**src/rtl/mem_dp_port_arb.sv**
```systemverilog
// Two-requester round-robin arbiter with burst hold for RAM port A.
// Grants are combinational; read responses return after RD_LATENCY
// cycles through a {valid, id} pipe that tracks the RAM read latency.
//
// owner     | meaning
// ----------+-----------------------------------------------
// OWN_IDLE  | no grant last cycle; ties go to requester != last
// OWN_R0    | requester 0 granted last cycle; may keep the port
// OWN_R1    | requester 1 granted last cycle; may keep the port
module mem_dp_port_arb #(
  parameter  int MEM_DATAWIDTH = 128,
  parameter  int MEM_ADDRWIDTH = 14,
  parameter  int RD_LATENCY    = 2,
  parameter  int BURST_LEN     = 4,
  localparam int BW            = (MEM_DATAWIDTH + 7) / 8
) (
  input  logic                     clk,
  input  logic                     reset,
  input  logic                     r0_en,
  input  logic [BW-1:0]            r0_we,
  input  logic [MEM_ADDRWIDTH-1:0] r0_addr,
  input  logic [MEM_DATAWIDTH-1:0] r0_wdata,
  output logic                     r0_stall,
  output logic                     r0_rvalid,
  output logic [MEM_DATAWIDTH-1:0] r0_rdata,
  input  logic                     r1_en,
  input  logic [BW-1:0]            r1_we,
  input  logic [MEM_ADDRWIDTH-1:0] r1_addr,
  input  logic [MEM_DATAWIDTH-1:0] r1_wdata,
  output logic                     r1_stall,
  output logic                     r1_rvalid,
  output logic [MEM_DATAWIDTH-1:0] r1_rdata,
  output logic                     ena,
  output logic [BW-1:0]            wea,
  output logic [MEM_ADDRWIDTH-1:0] addra,
  output logic [MEM_DATAWIDTH-1:0] dina,
  input  logic [MEM_DATAWIDTH-1:0] douta
);

  localparam int            CW      = $clog2(BURST_LEN + 1);
  localparam logic [CW-1:0] CNT_MAX = CW'(BURST_LEN);
  localparam int            LAST    = RD_LATENCY - 1;

  typedef enum logic [1:0] {
    OWN_IDLE = 2'd0,
    OWN_R0   = 2'd1,
    OWN_R1   = 2'd2
  } owner_t;

  owner_t                r_owner;
  owner_t                w_owner_nxt;
  logic [CW-1:0]         r_cnt;
  logic [CW-1:0]         w_cnt_nxt;
  logic                  r_last;
  logic                  w_last_nxt;
  logic [RD_LATENCY-1:0] r_pv;
  logic [RD_LATENCY-1:0] r_pid;

  logic w_req0;
  logic w_req1;
  logic w_gnt;
  logic w_gnt_id;
  logic w_push;
  logic w_rv;

  // Requests are masked while reset is low so every output reads zero.
  assign w_req0 = r0_en & reset;
  assign w_req1 = r1_en & reset;

  // Grant decision: owner keeps the port until its burst is used up
  // while the other waits; otherwise round-robin on ties.
  always_comb begin
    w_gnt    = 1'b0;
    w_gnt_id = 1'b0;
    if (r_owner == OWN_R0 && w_req0 && (r_cnt < CNT_MAX || !w_req1)) begin
      w_gnt    = 1'b1;
      w_gnt_id = 1'b0;
    end else if (r_owner == OWN_R1 && w_req1 && (r_cnt < CNT_MAX || !w_req0)) begin
      w_gnt    = 1'b1;
      w_gnt_id = 1'b1;
    end else if (w_req0 ^ w_req1) begin
      w_gnt    = 1'b1;
      w_gnt_id = w_req1;
    end else if (w_req0 && w_req1) begin
      w_gnt = 1'b1;
      case (r_owner)
        OWN_R0:  w_gnt_id = 1'b1;
        OWN_R1:  w_gnt_id = 1'b0;
        default: w_gnt_id = ~r_last;
      endcase
    end
  end

  // Next owner, burst counter and last-granted bookkeeping.
  always_comb begin
    w_owner_nxt = OWN_IDLE;
    w_cnt_nxt   = '0;
    w_last_nxt  = r_last;
    if (w_gnt) begin
      w_owner_nxt = w_gnt_id ? OWN_R1 : OWN_R0;
      w_last_nxt  = w_gnt_id;
      if (r_owner == w_owner_nxt)
        w_cnt_nxt = (r_cnt == CNT_MAX) ? r_cnt : r_cnt + 1'b1;
      else
        w_cnt_nxt = CW'(1);
    end
  end

  // Arbitration state register; last resets to 1 so requester 0 wins the first tie.
  always_ff @(posedge clk or negedge reset) begin
    if (!reset) begin
      r_owner <= OWN_IDLE;
      r_cnt   <= '0;
      r_last  <= 1'b1;
    end else begin
      r_owner <= w_owner_nxt;
      r_cnt   <= w_cnt_nxt;
      r_last  <= w_last_nxt;
    end
  end

  // RAM port mux; all-zero when nothing is granted.
  always_comb begin
    ena   = w_gnt;
    wea   = '0;
    addra = '0;
    dina  = '0;
    if (w_gnt) begin
      wea   = w_gnt_id ? r1_we    : r0_we;
      addra = w_gnt_id ? r1_addr  : r0_addr;
      dina  = w_gnt_id ? r1_wdata : r0_wdata;
    end
  end

  assign w_push   = w_gnt && (wea == '0);
  assign r0_stall = w_req0 & ~(w_gnt & ~w_gnt_id);
  assign r1_stall = w_req1 & ~(w_gnt & w_gnt_id);

  // Response pipe mirroring the RAM read latency; cleared on reset so
  // in-flight reads are dropped.
  always_ff @(posedge clk or negedge reset) begin
    if (!reset) begin
      r_pv  <= '0;
      r_pid <= '0;
    end else begin
      r_pv[0]  <= w_push;
      r_pid[0] <= w_gnt_id;
      for (int i = 1; i < RD_LATENCY; i++) begin
        r_pv[i]  <= r_pv[i-1];
        r_pid[i] <= r_pid[i-1];
      end
    end
  end

  assign w_rv      = r_pv[LAST];
  assign r0_rvalid = w_rv & ~r_pid[LAST];
  assign r1_rvalid = w_rv &  r_pid[LAST];
  assign r0_rdata  = r0_rvalid ? douta : '0;
  assign r1_rdata  = r1_rvalid ? douta : '0;

endmodule

```
**config.mk**
```make
export PLATFORM = sky130hd
export DESIGN_NAME = mem_dp_port_arb
export DESIGN_NICKNAME = d
export VERILOG_FILES = /design/src/rtl/mem_dp_port_arb.sv
export SDC_FILE = /design/constraint.sdc
export NUM_CORES = 1
export LEC_CHECK = 0
export ABC_AREA = 1
export CAP_MARGIN = 20
export CORE_AREA = 3 3 341 343
export CTS_CLUSTER_DIAMETER = 50
export DETAILED_ROUTE_END_ITERATION = 6
export DIE_AREA = 0 0 344 346
export SETUP_SLACK_MARGIN = 0.2
export SLEW_MARGIN = 20
export SYNTH_ARGS = -nofsm -noshare
export SYNTH_HDL_FRONTEND = slang
export SYNTH_SLANG_ARGS = --single-unit
```
**constraint.sdc**
```tcl
create_clock -name clk -period 2.45 [get_ports clk]
set_input_delay 0.49 -clock clk [delete_from_list [all_inputs] [get_ports clk]]
set_output_delay 0.49 -clock clk [all_outputs]
set_load 0.005 [all_outputs]
```
==> flow_metrics.tcl, run 1 <==
set metrics [dict create \
    reg2reg_depth 22 \
    slew-limit-headroom_pct 76.2 \
    drtAntennaViolNets 0 \
    core_area_um2 114000 \
    fillers 12900 \
    skew_ps 3.87 \
    syn_area_um2 3890 \
    grt_pass1_vias 9676 \
    setup_ws_ps -556 \
    synth_top_area_cell "a22o_1" \
    worst_slew_pin_slew_ps 359 \
    synthCells 742 \
    portBuffers 866 \
    min_path_type "in -> async" \
    path_max_fanout 7 \
    synth-seq-cells 10 \
    setup_violations 160 \
    p_leak_uw 0.00898 \
    seq_power_share_pct 5.4 \
    fin_crit_ps 3010 \
    swShare_pct 38.7 \
    async_reset_ff_share_pct 100 \
    use_met3_pct 5.15 \
    seq_area_frac_synth_pct 6.46 \
    critical_path_required_ps 1960 \
    period_share_pct 123 \
    clk_pin_slew_ps 40 \
    fmax_ghz 0.333 \
    pwr-share-clk_pct 8.3 \
    hold_buffers 0 \
    worstReg2RegStart "r_owner[1]$_DFF_PN0_" \
    initialDrtViolationCount 485 \
    dp_slack_ps -1040 \
    initial_utilization_pct 3.42 \
    first_pass_iters 5 \
    num_vias 9990 \
    syn_to_final_growth_pct 364 \
    synth_nets 1195 \
    rows 124 \
    rr_endpoint "r_pv[0]$_DFF_PN0_" \
    die-area_um2 119000 \
    drt-wirelength-per-cell_um 30.2 \
    internal_power_uw 2150 \
    gp_congestion 0.910 \
    cts_tree "built" \
    cp-end-kind "primary output" \
    layout.nets 2220 \
    grtUsageMet2_pct 27.1 \
    drive_above_1_share_pct 36.2 \
    dieHeight_um 346 \
    wirelength_mm 99.1 \
    power_switching_uw 1360 \
    cts_buffer_depth 2 \
    hold_viol_final 0 \
    p_comb_share_pct 86.3 \
    postLayoutCoreUtil_pct 15.9 \
    clock_sinks 10 \
    synth_area_leaders "a22o_1 (32%), nor2_1 (26%), inv_1 (15%), nand2_1 (5.9%), dfrtp_1 (5.8%)" \
    status "finished with violations" \
    yosysWarningCount 0 \
    worstSetupPathType "reg -> out" \
    die_width_um 344 \
    peakVddDrop_mv 0.212 \
    maxCapViolations 0 \
    maxSlewViolCount 0 \
    synth_edf_count 0 \
    ys_top_cells_by_count "nor2_1 (270), inv_1 (157), a22o_1 (142)" \
    grt.total_usage_pct 15.4 \
    violations "negative setup slack" \
    yosysMostFrequentCell "nor2_1" \
    via_per_inst 3.04 \
    cp-start-kind "register" \
    crit_arrival_ps 2520 \
    grt_pass1_wl_mm 116 \
    rsz0062_at_grt "true" \
    drc 0 \
    hold_ws_ps 202 \
    gr-total-overflow 0 \
    met1_usage_pct 18.4 \
    yosysTopAreaCellShare_pct 31.9 \
    htree_levels 1 \
    io_pins 867 \
    grt.busiest_layer "met2" \
    reg2reg_slack_ps -310 \
    ys.flop_type "dfrtp_1" \
    power_per_cell_area_nw_per_um2 194 \
    clk_latency_ps 240 \
    syn_avg_cell_area_um2 5.25 \
    power_uw 3510 \
    grt_max_degree 40 \
    dp_hpwl_mm 82.5 \
    synth_cell_types 24 \
    grt_antenna_before_repair 33 \
    cts_buffers 3 \
    cts_root_buf "clkbuf_16" \
]
-- layer usage --
| metal | wire [um] | up-vias |
|---|---|---|
| met2 | 48300 | 639 |
| met1 | 40200 | 4845 |
| li1 | - | 4408 |
| met5 | 27 | - |
| met4 | 2140 | 4 |
| met3 | 8530 | 94 |
-- stage by stage --
step	setup TNS [ps]	instances	instance area [um^2]
after global routing	-77890	3280	18100
after CTS	-64400	3222	17200
after floorplan	0	742	3890
final	-63000	3284	18100
after detailed placement	-141210	3128	15400
after global placement	-143530	3128	15400
-- state kept, by name, indices dropped and copies added (netlist names) --
signal and flops:
r_cnt 3, r_owner 2, r_pv 2, r_last 1, r_pid 2
-- power by group through the flow --
stage / sequential, uW / clock (uW) / combinational [uW]
floorplan: 186 / 0 / 547
global route: 190 / 308 / 3200
finish: 189 / 291 / 3030
global placement: 188 / 0 / 2500
CTS: 189 / 293 / 2840
detailed placement: 188 / 0 / 2480
-- critical path, stage by stage (launching register included) --
cell and delay, ps:
dfrtp_1 420, ha_4 260, inv_2 50, nand2_2 50, nand3_2 70, nand3_2 100, nand2_4 100, nor2_4 40
buf_12 120, buf_16 140, buf_12 140, buf_12 150, buf_16 150, a22o_4 280, buf_12 140
-- worst max path at each step --
stage | cells after the start | end | start | slack, ps
floorplan | 10 | addra[0] | r1_en | 170
global placement | 12 | dina[62] | r0_en | -1030
detailed placement | 12 | dina[63] | reset | -1040
CTS | 12 | addra[9] | r_owner[1]$_DFF_PN0_ | -570
global route | 16 | dina[51] | r_owner[0]$_DFF_PN0_ | -640
finish | 14 | dina[62] | r_owner[1]$_DFF_PN0_ | -560
-- logic make-up (layout without fill, tap and decap cells) --
family,count (synthesis),after routing,synth area share (%)
and+or+nand+nor,355,357,35.5
buffers and inverters,222,1244,23.3
AOI/OAI and AO/OA,149,149,32.9
DFF,10,10,6.46
adders and majority gates,5,5,1.61
xor gates and xnor gates,1,1,0.225
other,0,6,0
-- cells in the final DEF (no fill, tap or decap), drive strengths merged, types with 2 or more instances in the layout --
cell	netlist	final
clkdlybuf4s50	0	461
buf	37	419
nor2	273	273
inv	158	160
a22o	142	142
dlygate4sd2	0	105
clkbuf	27	77
nand2	63	65
nand3	18	18
dlymetal6s2s	0	13
dfrtp	9	9
diode	0	6
clkdlybuf4s15	0	6
o21ai	5	5
ha	5	5
bufbuf	0	2
-- final cells by class --
cell class                      count  area [um^2]  share of cell area, %
Timing Repair Buffer             1079        11700                   64.6
Clock buffer                        4         78.8                  0.436
Timing Repair inverter              3         62.6                  0.346
Multi-Input combinational cell    512         3490                   19.3
Sequential cell                    10          253                   1.40
Tap cell                         1512         1890                   10.5
Inverter                          158          619                   3.43
Antenna cell                        6         15.0                 0.0830
-- timing repair --
action,4_1_cts,5_1_grt
pin swaps,39,58
endpoints found under the hold margin,0,0
gates cloned,27,10
resized for setup,675,352
setup buffers,63,46
setup endpoints to repair,356,223
Note: power is estimated with default switching activity, not from simulation.
==> run 2: changes to the inputs <==
CTS_CLUSTER_DIAMETER = not set   (was 50)
==> results of run 2 <==
Same layout as run 1: the final DEF is identical, and so are final timing and power.
==> run 3: changes to the inputs <==
ABC_CLOCK_PERIOD_IN_PS = 2450   (was not set)
CORE_AREA = 2 2 340 342   (was 3 3 341 343)
DIE_AREA = 0 0 342 344   (was 0 0 344 346)
==> run 3 against run 2 <==
The flow still finishes with violations (negative setup slack). Sequential cell count is the same. Clock-buffer cell count unchanged. Sequential share of layout area increased by 0.11 points. Utilization down 0.98 points. Register-to-register slack better by 310 ps. Fmax is 0.68% higher. Cell count is 1.5% lower.
==> flow_metrics.tcl, run 3 (synthesis gave the netlist of run 1 again) <==
set metrics [dict create \
    status "finished with violations" \
    violations "negative setup slack" \
    slew-limit-headroom_pct 74.2 \
    drt-wirelength-per-cell_um 28.9 \
    grt.total_usage_pct 14.4 \
    maxCapViolations 0 \
    portBuffers 866 \
    postLayoutCoreUtil_pct 14.9 \
    critical_path.cell_chain "inv_2 > ha_4 > inv_2 > nand2_2 > nand3_2 > nand3_4 > nand2_4 > nor2_4 > buf_12 > buf_8 > buf_12 > buf_12 > clkbuf_16 > a22o_4 > buf_12" \
    peakVddDrop_mv 0.202 \
    reg2reg_depth 19 \
    skew_ps 2.35 \
    wirelength_mm 93.5 \
    largest_register_ffs 3 \
    initialDrtViolationCount 411 \
    p_leak_uw 0.00818 \
    grt_pass1_wl_mm 108 \
    cts_root_buf "clkbuf_16" \
    critical_path_required_ps 1960 \
    worstSetupPathType "reg -> out" \
    dieHeight_um 344 \
    cts_tree "built" \
    drive_above_1_share_pct 25.1 \
    max_stage_delay_ps 430 \
    path_max_fanout 7 \
    drtAntennaViolNets 0 \
    layout.nets 2154 \
    grt_max_degree 62 \
    clk_latency_ps 240 \
    fmax_ghz 0.335 \
    reg2reg_slack_ps 0 \
    worst_slew_pin_slew_ps 386 \
    maxSlewViolCount 0 \
    drc 0 \
    fillers 13000 \
    finalInstanceArea_um2 17000 \
    register_area_um2 255 \
    power_per_cell_area_nw_per_um2 193 \
    io_pins 867 \
    die_width_um 342 \
    rows 124 \
    grt_antenna_before_repair 46 \
    worst_path_max_delay_cell "dfrtp_2" \
    fin_crit_ps 2990 \
    core_area_um2 114000 \
    gr-total-overflow 0 \
    hold_viol_final 0 \
    syn_to_final_growth_pct 335 \
    multi_input_area_um2 3160 \
    initial_utilization_pct 3.42 \
    die-area_um2 118000 \
    cts_buffers 3 \
    cp-start-kind "register" \
    final_cell_mix "clkdlybuf4s50_1 (617), nor2_1 (255), inv_1 (154)" \
    grt_pass1_vias 9061 \
    num_vias 9603 \
    cp-end-kind "primary output" \
    cts_buffer_depth 2 \
    period_share_pct 122 \
    min_path_type "in -> async" \
    setup_ws_ps -535 \
    htree_levels 1 \
    rr_endpoint "r_pv[0]$_DFF_PN0_" \
    setup_violations 190 \
    gp_congestion 0.996 \
    via_per_inst 2.97 \
    first_pass_iters 6 \
    worstReg2RegStart "r_owner[0]$_DFF_PN0_" \
    crit_arrival_ps 2500 \
    clk_pin_slew_ps 40 \
    rsz0062_at_grt "true" \
    placed_cell_area_um2 15300 \
    cp_common_cell "buf_12" \
    dp_hpwl_mm 82.2 \
    final_common_cell "clkdlybuf4s50_1" \
    largest_register "r_cnt" \
    clock_sinks 10 \
]
run 3: layout make-up:
| type | instances | share of cell area, % |
|---|---|---|
| diodes | 22 | 0.325 |
| clock buffers | 4 | 0.524 |
| inverters | 158 | 3.73 |
| flip-flops and latches | 10 | 1.51 |
| well taps | 1512 | 11.2 |
| repair buffers | 1016 | 64.0 |
| repair inverters | 1 | 0.0959 |
| multi-input cells | 511 | 18.6 |
run 3: how the worst max path moves through the flow:
| stage | cells after the start | start | slack (ps) | to |
|---|---|---|---|---|
| after floorplan | 10 | r1_en | 170 | addra[0] |
| after global placement | 13 | reset | -1080 | dina[50] |
| after detailed placement | 11 | reset | -1080 | dina[58] |
| after CTS | 14 | r_owner[1]$_DFF_PN0_ | -620 | dina[48] |
| after global routing | 15 | r_owner[1]$_DFF_PN0_ | -640 | dina[42] |
| final | 15 | r_owner[0]$_DFF_PN0_ | -540 | dina[42] |
run 3: critical path: cells and delay by family (launching register included):
family                     cells  cell delay, ps
buffers and inverters          8             980
DFF                            1             430
and+or+nand+nor                5             330
AOI/OAI and AO/OA              1             290
adders and majority gates      1             200
run 3: metrics by stage:
step | total power [uW] | setup TNS [ps] | worst slack [ps] | hold WS, ps | instances
after floorplan | 733 | 0 | 172 | 194 | 742
after global placement | 2650 | -154340 | -1080 | 337 | 3123
after detailed placement | 2630 | -152870 | -1080 | 339 | 3123
after CTS | 3140 | -73180 | -617 | 316 | 3160
after global routing | 3450 | -83270 | -640 | 331 | 3225
final | 3280 | -58030 | -535 | 326 | 3234
run 3: power breakdown:
group | internal, uW | total, uW | leakage, uW | switching [uW]
Combinational | 1620 | 2770 | 0.00801 | 1150
Sequential | 179 | 190 | 0.000126 | 11.8
Clock | 245 | 318 | 0.0000443 | 73.2
Total | 2040 | 3280 | 0.00818 | 1240
run 3: what timing repair did:
action                                  CTS  global route
pin swaps                                12            28
endpoints found under the setup margin  371           396
buffers inserted                         27            38
resized for setup                       183           374
gates cloned                              6            14
hold buffers                              0             0
run 3: metal layers:
layer | share of wire [%] | up-vias | wire length (um) | global-route usage (%)
met1 | 41 | 4612 | 38400 | 17.7
met3 | 7.5 | 110 | 7000 | 3.86
met4 | 2.5 | 14 | 2390 | 2.35
met2 | 49 | 592 | 45600 | 25.3
li1 | - | 4275 | - | -
met5 | 0.10 | - | 96 | 0
